[config.mk]
export PLATFORM = sky130hd
export DESIGN_NAME = sd_clk_div
export DESIGN_NICKNAME = d
export VERILOG_FILES = /design/src/rtl/sd_clk_div.sv
export SDC_FILE = /design/constraint.sdc
export NUM_CORES = 1
export LEC_CHECK = 0
export CORE_UTILIZATION = 60
export CTS_BUF_LIST = sky130_fd_sc_hd__clkbuf_4
export CTS_CLUSTER_DIAMETER = 80
export DETAILED_ROUTE_END_ITERATION = 6
export MAX_ROUTING_LAYER = met4
export PLACE_DENSITY = 0.86
export SLEW_MARGIN = 20
export SYNTH_ARGS = -nofsm -noshare
export SYNTH_HDL_FRONTEND = slang
export SYNTH_SLANG_ARGS = --single-unit
[constraint.sdc]
create_clock -name clk -period 5.95 [get_ports clk]
set_input_delay 1.4875 -clock clk [delete_from_list [all_inputs] [get_ports clk]]
set_output_delay 1.4875 -clock clk [all_outputs]
set_load 0.03 [all_outputs]
[src/rtl/sd_clk_div.sv]
// SD card clock generator: programmable divisor, stop-in-low-phase,
// counted init bursts and clk-domain rise/fall strobes.
module sd_clk_div #(
  parameter int DIV_W    = 8,
  parameter int INIT_DIV = 61,
  parameter int BURST_W  = 8
) (
  input  logic               clk,
  input  logic               res_n,
  input  logic [DIV_W-1:0]   div_i,
  input  logic               en_i,
  input  logic               start_i,
  input  logic [BURST_W-1:0] n_i,
  output logic               sd_clk,
  output logic               rise_o,
  output logic               fall_o,
  output logic               running_o,
  output logic               done_o
);

  typedef enum logic [1:0] {
    STOP  = 2'd0,
    RUN   = 2'd1,
    BURST = 2'd2
  } state_t;

  state_t state, state_nx;

  logic [DIV_W-1:0]   cnt;
  logic [DIV_W-1:0]   div_q;
  logic [DIV_W-1:0]   ph_div;
  logic [BURST_W-1:0] burst_cnt;

  logic active;
  logic hit;
  logic tog_rise;
  logic tog_fall;
  logic go_run;
  logic go_burst;
  logic last_fall;

  assign active    = (state != STOP);
  assign hit       = active && (cnt == ph_div);
  assign tog_rise  = hit && !sd_clk;
  assign tog_fall  = hit && sd_clk;
  assign go_run    = (state == STOP) && en_i;
  assign go_burst  = (state == STOP) && !en_i && start_i
                     && (n_i != '0);
  assign last_fall = (state == BURST) && tog_fall
                     && (burst_cnt == '0);

  always_ff @(posedge clk or negedge res_n) begin
    if (!res_n) state <= STOP;
    else        state <= state_nx;
  end

  always_comb begin
    state_nx = state;
    unique case (state)
      STOP: begin
        if (go_run)        state_nx = RUN;
        else if (go_burst) state_nx = BURST;
      end
      RUN: begin
        if (tog_fall && !en_i) state_nx = STOP;
      end
      BURST: begin
        if (last_fall) state_nx = STOP;
      end
      default: state_nx = STOP;
    endcase
  end

  // div_q is captured on a fall; ph_div picks it up on the next rise so
  // both halves of every period share one divisor (exact 50% duty).
  always_ff @(posedge clk or negedge res_n) begin
    if (!res_n) begin
      sd_clk    <= 1'b0;
      rise_o    <= 1'b0;
      fall_o    <= 1'b0;
      running_o <= 1'b0;
      done_o    <= 1'b0;
      cnt       <= '0;
      div_q     <= DIV_W'(INIT_DIV);
      ph_div    <= DIV_W'(INIT_DIV);
      burst_cnt <= '0;
    end else begin
      rise_o    <= tog_rise;
      fall_o    <= tog_fall;
      done_o    <= last_fall;
      running_o <= active;
      if (go_run || go_burst) begin
        div_q  <= div_i;
        ph_div <= div_i;
        cnt    <= '0;
      end else if (active) begin
        if (hit) begin
          cnt    <= '0;
          sd_clk <= ~sd_clk;
        end else begin
          cnt <= cnt + 1'b1;
        end
        if (tog_fall) div_q  <= div_i;
        if (tog_rise) ph_div <= div_q;
      end
      if (go_burst)
        burst_cnt <= n_i;
      else if ((state == BURST) && tog_rise)
        burst_cnt <= burst_cnt - 1'b1;
    end
  end

endmodule
==> impl_metrics.toml, run 1 <==
[outcome]
status = "complete, no violations"

[synthesis]
yosys_warnings = 0
synth_top_family_by_area = "simple AND/OR/NAND/NOR gates"
synth-seq-cells = 39
synth_xor_xnor_area_share_pct = 6.32
synthesis.area_mm2 = 0.00194
synth_compound_area_share_pct = 14.9
yosys.area_share.simple_pct = 16.1
synth_top_cell_by_area = "dfrtp_1"
synth_adder_area_share_pct = 1.94
yosysUniqueCellTypes = 38
netlist.area_leader.share_pct = 37.4
yosys-top-cells-area = "dfrtp_1, dfstp_2, mux2_1"
syn_nets = 214
syn_inst = 191
yosysSeqAreaShare_pct = 51.0
syn_avg_cell_area_um2 = 10.2
synthMuxAreaShare_pct = 5.16

[timing]
finalHoldViolCount = 0
rsz0062_at_grt = "false"
period_share_pct = 53.9
post-route-min-period_ns = 3.21
finalSetupViolations = 0
slew_viol_final = 0
max_freq_mhz = 312
skew_ns = 0.0106
maxSlewHeadroom_pct = 38.1
tns_ns = 0
max_slew.worst_pin.slew_ns = 0.929
worst_slack_ns = 2.74

[die]
die_y_um = 58.9
floorplan.initialDensity_pct = 63.5
die_w_um = 58.9
design.core.area_mm2 = 0.00305
die_area_mm2 = 0.00346
rows = 20
io_pins = 25

[finish]
areaGrowthSynthToFinish_pct = 17.0
nets = 239
antenna-diode-count = 0
drive_above_1_share_pct = 12.0

[route]
drc = 0
routed_wl_mm = 4.24
drt_first_iter_violations = 105
vias_per_cell = 6.02
vias = 1572
wl_per_cell_um = 16.2
antenna_left = 0
firstDrtPassIters = 4

[cts]
cts_setup_buffers = 0
clock-sinks = 39
path_clk_slew_ns = 0.11
tritoncts = "yes"
cts_buffer_depth = 2
cts_resized = 0
clk_latency_ns = 0.36
root_buffer = "clkbuf_4"
hold_buffers = 0
cts_inserted_buffers = 5
htreeDepth = 2

[power]
p_switching_mw = 0.317
seq_power_share_pct = 55.7
switching_share_pct = 35.7
intPower_mw = 0.571
max-vdd-ir-drop_v = 0.000288
power_density_mw_per_mm2 = 392
pwr-share-clk_pct = 15.0
power_frac_comb_pct = 29.3
p_leak_nw = 0.923
totalPowerFinal_mw = 0.889

[global_routing]
gr-total-overflow = 0
grt_pass1_wl_mm = 7.19
grtUsageTotal_pct = 29.5
grt_pass1_vias = 1611
antenna_found_initial = 0
grt_max_degree = 40

[critical_path]
rr_startpoint = "ph_div[5]$_DFFE_PN1P_"
crit_type = "in2reg"
crit_chain = "clkdlybuf4s50_1 > nor4_1 > a21boi_1 > nand3_1 > o21ai_1 > o22ai_1"
r2r_setup_slack_ns = 3.49
crit_path_max_incr_delay_ns = 0.55
slowest_stage = "nand3_1"
cp_data_required_time_ns = 6.16
critPathLaunch = "n_i[0]"
worst_setup_path_start_kind = "input port"
reg2reg_depth = 5
cp_max_fo = 18
endpoint_kind = "flip-flop"
cp.arrival_ns = 3.42
r2r-end = "div_q[1]$_DFFE_PN0P_"

[placed_design]
pre_cts_ws_ns = 2.37
port_buffers = 24
hpwlAfterDp_mm = 3.09
finalWeightedCongestion = 0.820

[worst_hold_path]
min_to = "ph_div[5]$_DFFE_PN1P_"
hold_class = "reg2reg"
holdPathStages = 2
hold_start = "ph_div[5]$_DFFE_PN1P_"

[flow_run]
max_cap_viol_count = 0
cell usage in the layout (no fill, tap or decap), types with 6 or more instances in the layout:
cell type	n
mux2_1	8
nor2_1	17
xnor2_1	8
clkdlybuf4s50_1	23
nand2_1	10
o22ai_1	7
a31oi_1	12
inv_1	15
xor2_1	6
clkbuf_4	6
nand3_1	6
o21ai_1	7
dfrtp_1	29
dfstp_2	10
cell usage after synthesis:
| library cell | n |
|---|---|
| nor4b_2 | 1 |
| nand2_1 | 10 |
| o31ai_1 | 2 |
| or3_1 | 2 |
| a31o_2 | 1 |
| ha_1 | 3 |
| dfstp_2 | 10 |
| dfrtp_1 | 29 |
| nand3_1 | 6 |
| nor3b_4 | 1 |
| xor2_1 | 6 |
| nand3b_1 | 1 |
| clkbuf_1 | 7 |
| o22ai_1 | 7 |
| o211ai_1 | 2 |
| o21ai_2 | 1 |
| o311ai_1 | 1 |
| inv_2 | 2 |
| o21ai_1 | 7 |
| mux2_1 | 8 |
| xnor2_1 | 8 |
| a31oi_1 | 12 |
| nor4_1 | 4 |
| nor3_1 | 4 |
| mux2i_1 | 1 |
| and3_1 | 3 |
| nand4_1 | 3 |
| a21boi_1 | 1 |
| or4_1 | 3 |
| o21ai_0 | 3 |
| o2111ai_1 | 2 |
| a21oi_1 | 4 |
| o41ai_1 | 1 |
| or2b_1 | 1 |
| a32o_1 | 1 |
| inv_1 | 15 |
| or4b_4 | 1 |
| nor2_1 | 17 |
logic make-up after synthesis:
| kind of cell | Yosys count |
|---|---|
| compound gates | 45 |
| xor+xnor | 14 |
| fa+ha+maj | 3 |
| buf+inv | 24 |
| flops | 39 |
| mux | 9 |
| simple gates | 57 |
final cells by class:
type / instances / area, um^2
timing repair buffer: 25 / 243
fill: 237 / 785
multi-input combinational: 128 / 866
sequential: 39 / 988
tap: 44 / 55.1
clock buffer: 6 / 45.0
clock inverter: 2 / 7.51
inverter: 17 / 63.8
worst max-delay path: cells and delay by family:
family | cells | cell delay (ns)
compound gates | 3 | 0.84
buf+inv | 1 | 0.48
simple gates | 2 | 0.61
worst max path at each step:
stage / endpoint / slack (ns) / depth (start not counted)
3_5_place_dp: div_q[7]$_DFFE_PN0P_ / 2.37 / 7
5_1_grt: burst_cnt[0]$_DFFE_PN0P_ / 2.52 / 6
3_3_place_gp: div_q[1]$_DFFE_PN0P_ / 2.47 / 7
6_report: burst_cnt[1]$_DFFE_PN0P_ / 2.74 / 6
4_1_cts: div_q[7]$_DFFE_PN0P_ / 2.75 / 7
2_1_floorplan: div_q[1]$_DFFE_PN0P_ / 2.94 / 5
routing by layer:
metal | part of all wire [%] | vias to the layer above | wire (um) | global-route usage (%)
met4 | 2.8 | 0 | 117 | 17.3
met3 | 6.1 | 12 | 258 | 5.27
met2 | 49 | 62 | 2080 | 45.3
met5 | 0 | - | 0 | -
li1 | - | 743 | - | -
met1 | 42 | 755 | 1780 | 36.5
power groups by stage:
| stage | clock [mW] | sequential [mW] | combinational (mW) |
|---|---|---|---|
| 2_1_floorplan | 0 | 0.468 | 0.194 |
| 3_3_place_gp | 0 | 0.485 | 0.240 |
| 3_5_place_dp | 0 | 0.498 | 0.256 |
| 4_1_cts | 0.134 | 0.493 | 0.258 |
| 5_1_grt | 0.147 | 0.506 | 0.294 |
| 6_report | 0.133 | 0.495 | 0.260 |
metrics by stage:
stage / std cells / hold slack [ns] / utilization (%) / instance area [um^2]
3_3_place_gp: 253 / 0.464 / 72.4 / 2210
2_1_floorplan: 191 / 0.436 / - / 1940
4_1_cts: 261 / 0.489 / 74.1 / 2260
3_5_place_dp: 253 / 0.472 / 72.4 / 2210
5_1_grt: 261 / 0.494 / 74.3 / 2270
6_report: 261 / 0.488 / 74.3 / 2270
flip-flops by register name, indices dropped and copies added (netlist names):
name       count
ph_div         8
div_q          8
cnt            8
sd_clk         1
running_o      1
state          2
rise_o         1
fall_o         1
burst_cnt      8
done_o         1
Power figures use the tool's default switching activity.
==> run 2, diff against run 1 <==
--- a/config.mk
+++ b/config.mk
@@ -5,12 +5,12 @@
 export SDC_FILE = /design/constraint.sdc
 export NUM_CORES = 1
 export LEC_CHECK = 0
-export CORE_UTILIZATION = 60
+export CORE_UTILIZATION = 51
 export CTS_BUF_LIST = sky130_fd_sc_hd__clkbuf_4
 export CTS_CLUSTER_DIAMETER = 80
 export DETAILED_ROUTE_END_ITERATION = 6
 export MAX_ROUTING_LAYER = met4
-export PLACE_DENSITY = 0.86
+export PLACE_DENSITY = 0.77
 export SLEW_MARGIN = 20
 export SYNTH_ARGS = -nofsm -noshare
 export SYNTH_HDL_FRONTEND = slang
==> constraint.sdc (replaced) <==
create_clock -name clk -period 2.9 [get_ports clk]
set_input_delay 0.725 -clock clk [delete_from_list [all_inputs] [get_ports clk]]
set_output_delay 0.725 -clock clk [all_outputs]
set_load 0.03 [all_outputs]
==> run 2 against run 1 <==
  * First-iteration DRC count is 33% higher
  * Cell count rose by 2.7%
  * Sequential power up 100%
  * Global-route usage down 6.5 points
  * Design area up 2.0%
  * Routed wire length decreased by 6.0%
  * Total power up 110%
  * Sequential cell count unchanged
  * Clock skew about the same
  * Worst hold slack worse by 0.032 ns
  * Combinational power up 100%
  * Count of clock-buffer cells in the layout down 1
  * Largest cell class unchanged
==> impl_metrics.toml, run 2 (same netlist as run 1, synthesis figures left out) <==
[outcome]
status = "complete, no violations"

[critical_path]
endpoint_kind = "output port"
crit_type = "reg2out"
path_delay_family = "buffers and inverters"
cp_max_fo = 6
cp_data_required_time_ns = 2.17
crit_path_max_incr_delay_ns = 0.72
cp.arrival_ns = 1.57
crit_chain = "clkdlybuf4s50_1"
path_buf_inv = 1
slowest_stage = "clkdlybuf4s50_1"
worst_setup_path_start_kind = "flip-flop"

[global_routing]
grt_pass1_wl_mm = 6.82
gr-total-overflow = 0
grt_max_degree = 40
grt_pass1_vias = 1525
grtUsageTotal_pct = 22.9
antenna_found_initial = 0

[timing]
period_share_pct = 79.2
post-route-min-period_ns = 2.30
hold_ws_ns = 0.456
max_slew.worst_pin.slew_ns = 0.836
finalHoldViolCount = 0
max_freq_mhz = 436
finalSetupViolations = 0
slew_viol_final = 0
rsz0062_at_grt = "false"
tns_ns = 0
maxSlewHeadroom_pct = 44.2
skew_ns = 0.0103

[placed_design]
hpwlAfterDp_mm = 2.94
placed_cell_area_mm2 = 0.00224
finalWeightedCongestion = 0.837
port_buffers = 24

[route]
drc = 0
vias = 1588
firstDrtPassIters = 4
antenna_left = 0
wl_per_cell_um = 14.9
vias_per_cell = 5.93
routed_wl_mm = 3.99
drt_first_iter_violations = 140

[cts]
clk_latency_ns = 0.36
root_buffer = "clkbuf_4"
hold_buffers = 0
clock-sinks = 39
tritoncts = "yes"
cts_resized = 0
cts_setup_buffers = 0
path_clk_slew_ns = 0.11
cts_inserted_buffers = 5
htreeDepth = 2
cts_buffer_depth = 2

[finish]
areaGrowthSynthToFinish_pct = 19.4
antenna-diode-count = 0
n_fill_cell = 308
nets = 242
layout_commonest_cell = "dfrtp_1"
final_cell_mix = "dfrtp_1, clkdlybuf4s50_1, nor2_1"
drive_above_1_share_pct = 13.2
finalInstanceArea_mm2 = 0.00231
fin_util_pct = 63.2

[die]
io_pins = 25
die_y_um = 63.7
die_area_mm2 = 0.00405
design.core.area_mm2 = 0.00366
die_w_um = 63.7
floorplan.initialDensity_pct = 53.0
rows = 22

[power]
p_leak_nw = 0.948
power_density_mw_per_mm2 = 815
max-vdd-ir-drop_v = 0.000395
totalPowerFinal_mw = 1.89

[flow_run]
max_cap_viol_count = 0

[worst_hold_path]
hold_class = "in2async"
-- run 2: layer usage --
metal / track usage (%) / wire, um
met1: 28.1 / 1740
met2: 35.6 / 1940
met3: 5.43 / 229
met4: 10.8 / 80
met5: - / 0
-- run 2: final timing paths --
path / startpoint / to / slack, ns / cells past startpoint
min reg2reg: state[1]$_DFFE_PN0P_ / state[0]$_DFFE_PN0P_ / 0.49 / 1
min: res_n / burst_cnt[0]$_DFFE_PN0P_ / 0.46 / 1
max in group asynchronous: res_n / ph_div[7]$_DFFE_PN0P_ / 1.91 / 1
max: sd_clk$_DFFE_PN0P_ / sd_clk / 0.60 / 1
min in group clk: state[1]$_DFFE_PN0P_ / state[0]$_DFFE_PN0P_ / 0.49 / 1
max reg2reg: sd_clk$_DFFE_PN0P_ / burst_cnt[5]$_DFFE_PN0P_ / 0.62 / 5
-- run 2: area by class of cell --
type	count	area [um^2]	share of cell area, %
flip-flops and latches	39	988	42.7
multi-input cells	128	861	37.2
repair buffers	28	265	11.5
inverters	17	63.8	2.76
well taps	48	60.1	2.59
clock inverters	3	38.8	1.68
clock buffers	5	37.5	1.62
-- run 2: power breakdown --
| part | internal [mW] | total (mW) | leakage, nW | switching [mW] |
|---|---|---|---|---|
| Clock | 0.177 | 0.356 | 0.0426 | 0.178 |
| Combinational | 0.275 | 0.529 | 0.457 | 0.254 |
| Sequential | 0.802 | 1.00 | 0.448 | 0.200 |
-- run 2: stage by stage --
step                      instances  setup slack (ns)
after CTS                       268             0.593
after global placement          260             0.321
after global routing            268             0.458
final                           268             0.604
after floorplan                 191             0.648
after detailed placement        260             0.245
